File: src/rtl/rv32m_divider.sv
// Radix-2 restoring divider for RV32M DIV/DIVU/REM/REMU: one quotient bit per cycle behind a start/done handshake.
// Optional macro RV32M_DIV_EARLY_OUT_EN short-circuits divide-by-zero and signed overflow straight to DONE.
module rv32m_divider (
    input  logic        clk,
    input  logic        rst,
    input  logic        start,
    input  logic [1:0]  op,
    input  logic [31:0] a,
    input  logic [31:0] b,
    input  logic        flush,
    output logic        busy,
    output logic        done,
    output logic [31:0] result
);

    typedef enum logic [1:0] {
        S_IDLE,
        S_DIVIDE,
        S_FIXUP,
        S_DONE
    } state_t;

    state_t      state_q, state_d;
    logic [4:0]  cnt_q, cnt_d;
    logic [31:0] rem_q, rem_d;
    logic [31:0] quo_q, quo_d;
    logic [31:0] div_q, div_d;
    logic        rem_sel_q, rem_sel_d;
    logic        quo_neg_q, quo_neg_d;
    logic        rem_neg_q, rem_neg_d;
    logic        busy_q, busy_d;
    logic        done_q, done_d;
    logic [31:0] result_q, result_d;

    logic        signed_op;
    logic        a_neg;
    logic        b_neg;
    logic [31:0] a_mag;
    logic [31:0] b_mag;
    logic [32:0] rem_shift;
    logic [33:0] trial;
    logic [31:0] quo_fix;
    logic [31:0] rem_fix;
`ifdef RV32M_DIV_EARLY_OUT_EN
    logic        div_zero;
    logic        overflow;
`endif

    // Magnitude conversion: 0x80000000 negates to itself, which reads as unsigned 2^31.
    assign signed_op = ~op[0];
    assign a_neg     = signed_op & a[31];
    assign b_neg     = signed_op & b[31];
    assign a_mag     = a_neg ? (~a + 32'd1) : a;
    assign b_mag     = b_neg ? (~b + 32'd1) : b;

    assign rem_shift = {rem_q, quo_q[31]};
    assign trial     = {1'b0, rem_shift} - {2'b00, div_q};

    assign quo_fix   = quo_neg_q ? (~quo_q + 32'd1) : quo_q;
    assign rem_fix   = rem_neg_q ? (~rem_q + 32'd1) : rem_q;

`ifdef RV32M_DIV_EARLY_OUT_EN
    assign div_zero  = (b == 32'd0);
    assign overflow  = signed_op & (a == 32'h8000_0000) & (b == 32'hFFFF_FFFF);
`endif

    always_comb begin
        state_d   = state_q;
        cnt_d     = cnt_q;
        rem_d     = rem_q;
        quo_d     = quo_q;
        div_d     = div_q;
        rem_sel_d = rem_sel_q;
        quo_neg_d = quo_neg_q;
        rem_neg_d = rem_neg_q;
        result_d  = result_q;

        case (state_q)
            S_IDLE: begin
                if (start) begin
                    rem_d     = 32'd0;
                    quo_d     = a_mag;
                    div_d     = b_mag;
                    cnt_d     = 5'd0;
                    rem_sel_d = op[1];
                    quo_neg_d = (a_neg ^ b_neg) & (b != 32'd0);
                    rem_neg_d = a_neg;
                    state_d   = S_DIVIDE;
`ifdef RV32M_DIV_EARLY_OUT_EN
                    if (div_zero || overflow) begin
                        state_d = S_DONE;
                        if (div_zero) begin
                            result_d = op[1] ? a : 32'hFFFF_FFFF;
                        end else begin
                            result_d = op[1] ? 32'd0 : 32'h8000_0000;
                        end
                    end
`endif
                end
            end
            S_DIVIDE: begin
                // Divide-by-zero needs no special case: every trial succeeds,
                // giving all-ones quotient and the dividend magnitude as remainder.
                if (!trial[33]) begin
                    rem_d = trial[31:0];
                    quo_d = {quo_q[30:0], 1'b1};
                end else begin
                    rem_d = rem_shift[31:0];
                    quo_d = {quo_q[30:0], 1'b0};
                end
                cnt_d = cnt_q + 5'd1;
                if (cnt_q == 5'd31) begin
                    state_d = S_FIXUP;
                end
            end
            S_FIXUP: begin
                result_d = rem_sel_q ? rem_fix : quo_fix;
                state_d  = S_DONE;
            end
            S_DONE: begin
                state_d = S_IDLE;
            end
            default: begin
                state_d = S_IDLE;
            end
        endcase

        // A squash wins over everything, including a same-cycle start or result write.
        if (flush) begin
            state_d  = S_IDLE;
            cnt_d    = 5'd0;
            result_d = result_q;
        end

        busy_d = (state_d != S_IDLE);
        done_d = (state_d == S_DONE);
    end

    always_ff @(posedge clk or posedge rst) begin
        if (rst) begin
            state_q   <= S_IDLE;
            cnt_q     <= 5'd0;
            rem_q     <= 32'd0;
            quo_q     <= 32'd0;
            div_q     <= 32'd0;
            rem_sel_q <= 1'b0;
            quo_neg_q <= 1'b0;
            rem_neg_q <= 1'b0;
            busy_q    <= 1'b0;
            done_q    <= 1'b0;
            result_q  <= 32'd0;
        end else begin
            state_q   <= state_d;
            cnt_q     <= cnt_d;
            rem_q     <= rem_d;
            quo_q     <= quo_d;
            div_q     <= div_d;
            rem_sel_q <= rem_sel_d;
            quo_neg_q <= quo_neg_d;
            rem_neg_q <= rem_neg_d;
            busy_q    <= busy_d;
            done_q    <= done_d;
            result_q  <= result_d;
        end
    end

    assign busy   = busy_q;
    assign done   = done_q;
    assign result = result_q;

endmodule

File: config.mk
export PLATFORM = sky130hd
export DESIGN_NAME = rv32m_divider
export DESIGN_NICKNAME = d
export VERILOG_FILES = /design/src/rtl/rv32m_divider.sv
export SDC_FILE = /design/constraint.sdc
export NUM_CORES = 1
export LEC_CHECK = 0
export BUFFER_PORTS_ARGS = -buffer_cell sky130_fd_sc_hd__buf_2
export CAP_MARGIN = 20
export CORE_ASPECT_RATIO = 1.75
export CORE_MARGIN = 5
export CORE_UTILIZATION = 60
export DETAILED_ROUTE_END_ITERATION = 8
export PLACE_DENSITY = 0.8
export SYNTH_ARGS = -nofsm -noshare
export SYNTH_HDL_FRONTEND = slang
export SYNTH_SLANG_ARGS = --single-unit
File: constraint.sdc
create_clock -name clk -period 6.95 [get_ports clk]
set_input_delay 0.695 -clock clk [delete_from_list [all_inputs] [get_ports clk]]
set_output_delay 0.695 -clock clk [all_outputs]
set_load 0.005 [all_outputs]
==> metrics.md <==
| Metric | Value |
|---|---|
| Status | finished, final reports clean |
| Post-route cell area | 0.0116 mm^2 |
| Met2 usage | 0.532 |
| Clock transition at path regs | 0.06 ns |
| Via/cell ratio | around 6.3 |
| Max Slew Vio Count | 0 |
| Postcts setup bufs | 0 |
| Die width | ~110 um |
| TritonCTS clock tree | done |
| Mapped Area | between 0.01 and 0.015 mm^2 |
| Die area | between 0.02 and 0.025 mm^2 |
| Final period util | 0.498 |
| Netlist cell types | 76 |
| Peak Freq | 289 MHz |
| Mapped Avg Cell Area | between 8 and 9 um^2 |
| Leakage dissipation | 4.99 nW |
| Comb power frac | 0.438 |
| Root Buffer | clkbuf_16 |
| Grt met3 use | 0.0432 |
| # clock sinks | 140 |
| Family with the most delay on the worst path | compound AO/OA/AOI/OAI gates |
| Yosys reg bits | 140 |
| Worst path cell trace | inv_1 -> ha_1 -> inv_1 -> fa_1 -> a211oi_1 -> o211ai_1 -> a221o_1 -> a21oi_1 -> o21ai_0 -> a311oi_1 -> xor2_1 -> o21ai_0 |
| Buf/Inv on CP | 2 |
| Grt ovf | 0 |
| Critical Path RT | ~7.3 ns |
| Vias in the first global route | 9485 |
| Classification of the worst setup path | reg2reg |
| EDFF count, synth | 0 |
| Worst VDD drop | 0.171 mV |
| Most common cell after layout, fill and taps aside | nand2_1 |
| Worst-Margin Slew | 1.07 ns |
| Period minus WS final | between 3 and 4 ns |
| Port bufs | 103 |
| Critical path capture point type | flip-flop |
| Switching component of the power | 1.55 mW |
| Antenna violations before repair | 0 |
| Internal | 2.16 mW |
| Core area | between 0.015 and 0.02 mm^2 |
| Initial Util | 0.612 |
| Die Ht | between 150 and 200 um |
| Max_slew headroom | 0.284 |
| Arrival @ worst endpoint | 3.76 ns |
| DR vias | 9793 |
| Yosys warning count | 0 |
| CTS buffer count | 17 |
| Worst setup SP type | flip-flop |
| Top Usage Layer GRT | met2 |
| Worst skew pair latency | 0.43 ns |
| Reg2reg end | rem_q[24] |
| R2R Setup Slk | 3.49 ns |
| Core Rows | 63 |
| FF-to-FF Start | quo_q[31] |
| Sw Ratio | 0.418 |
| Post-synth top flop | dfrtp_1 |
| Synth-to-Final Area Change | 11.6% |
| Largest net degree at the start of global routing | 93 |
| Residual DRC | 0 |
| GRT Overall Usage | 0.298 |
| Post-Syn Nets | 1366 |
| Total I/O pin count | 104 |
| R2R depth | 12 |
| Antenna Cells | 0 |
| Met1 Use GR | 0.316 |
| Final setup TNS | 0 ns |
| RSZ-0062 raised after global routing | false |
| Final WL | 29100 um |
| Final hold violation count | 0 |
| Hold Path Class | in2async |
| TritonRoute pass-1 iters | 5 |
| Post-DR wirelength/cell | 18.7 um |
| Share of cells above drive strength 1 | 0.133 |
| Clock buffer depth | 2 |
| Fraction of registers with async set/reset | 1.00 |
| Seq pwr share | 0.321 |
| Initial DRC Count | 759 |
| Clock power frac | 0.242 |
| Cts hold-fix bufs | 0 |
| Final Skew | 0.00725 ns |
| Commonest cells after routing, fill and taps aside | 168 x nand2_1, 140 x dfrtp_1, 136 x o21ai_0 |
| First-pass GRT wire length | 47000 um |
| Final setup viols | 0 |
| Register area share after synthesis | 0.338 |
| Syn Inst Count | 1257 |
| RD Place Congestion | 0.953 |
| ANT nets after route | 0 |
| Post-DP HPWL | 22200 um |
| Post-place instance area | 0.0110 mm^2 |
| Slowest CP cell | a221o_1 |
| Power density of the placed cells | around 320 mW/mm^2 |
| Final net count | 1424 |
| WP depth | 12 |
| Slowest stage delay, CP | 0.44 ns |
| Hold Slack | 0.417 ns |
| PostCTS Resize Cnt | 0 |
| CTS HTree Levels | 4 |
| Crit path max fanout | 4 |
| Maximum Capacitance Violations | 0 |
-- layout make-up --
cell class	instances	area [um^2]
multi-input combinational	989	6400
fill	1445	5380
sequential	140	3500
timing repair buffer	114	598
clock buffer	21	460
tap	227	284
inverter	53	204
clock inverter	11	119
-- cell families after synthesis --
logic type                 Yosys count  share of synthesized area
AOI/OAI and AO/OA                  410                      0.254
xor gates and xnor gates           145                      0.123
adders and majority gates           39                     0.0478
buffers and inverters              128                     0.0471
DFF                                140                      0.338
muxes                               10                    0.00990
and+or+nand+nor                    385                      0.180
-- synth_stat cells (3+ instances only) --
| library cell | instances | area, um^2 |
|---|---|---|
| a211o_1 | 4 | 35.0 |
| a211oi_1 | 7 | 52.6 |
| a21o_1 | 15 | 113 |
| a21oi_1 | 76 | 380 |
| a22oi_1 | 3 | 22.5 |
| a311oi_1 | 3 | 26.3 |
| a31oi_1 | 5 | 31.3 |
| a32oi_1 | 11 | 96.3 |
| and2_1 | 3 | 18.8 |
| and3_1 | 7 | 43.8 |
| buf_1 | 5 | 18.8 |
| buf_2 | 6 | 30.0 |
| clkbuf_1 | 64 | 240 |
| dfrtp_1 | 140 | 3500 |
| ha_1 | 38 | 475 |
| inv_1 | 52 | 195 |
| mux2i_1 | 8 | 80.1 |
| nand2_1 | 168 | 631 |
| nand2b_1 | 11 | 68.8 |
| nand3_1 | 29 | 145 |
| nand3b_1 | 4 | 30.0 |
| nand4_1 | 8 | 50.1 |
| nor2_1 | 70 | 263 |
| nor2b_1 | 7 | 43.8 |
| nor3_1 | 18 | 90.1 |
| nor4_1 | 13 | 81.3 |
| o211ai_1 | 5 | 37.5 |
| o21a_1 | 3 | 22.5 |
| o21ai_0 | 136 | 681 |
| o21ai_1 | 8 | 40.0 |
| o21bai_1 | 4 | 30.0 |
| o221ai_1 | 4 | 35.0 |
| o22ai_1 | 46 | 288 |
| o311ai_0 | 16 | 140 |
| o31ai_1 | 22 | 165 |
| o31ai_2 | 3 | 37.5 |
| o41ai_1 | 17 | 149 |
| or2_2 | 4 | 25.0 |
| or3_1 | 11 | 68.8 |
| or4_1 | 11 | 82.6 |
| xnor2_1 | 70 | 613 |
| xor2_1 | 75 | 657 |
-- worst max path at each step --
stage,end,startpoint
after floorplan,busy,rst
after global placement,rem_q[26],quo_q[31]
after detailed placement,rem_q[24],quo_q[31]
after CTS,rem_q[24],quo_q[31]
after global routing,rem_q[24],quo_q[31]
final,rem_q[24],quo_q[31]
-- power groups by stage --
stage | clock network (mW) | registers [mW] | logic [mW]
after floorplan | 0 | 1.10 | 1.23
after global placement | 0 | 1.19 | 1.57
after detailed placement | 0 | 1.19 | 1.60
after CTS | 0.901 | 1.18 | 1.61
after global routing | 0.943 | 1.21 | 1.80
final | 0.897 | 1.19 | 1.62
-- registers in the layout, indices dropped and copies added (netlist names) --
signal     cells
rem_sel_q      1
done           1
div_q         32
state_q        2
cnt_q          5
rem_q         32
rem_neg_q      1
quo_q         32
quo_neg_q      1
busy           1
result        32
-- metrics by stage --
stage	cells	worst slack, ns	power, mW	utilization
finish	1555	3.49	3.71	0.682
global route	1555	3.20	3.94	0.682
CTS	1555	3.52	3.69	0.682
detailed placement	1523	3.56	2.79	0.648
global placement	1522	3.62	2.75	0.648
floorplan	1257	2.50	2.33	-
-- routing by layer --
layer	routed length [um]	share of wire	up-vias
met5	0	0	-
met1	10400	0.36	4667
li1	-	-	4674
met4	2100	0.072	0
met2	15300	0.52	349
met3	1320	0.045	103
(Power assumes the default switching activity.)
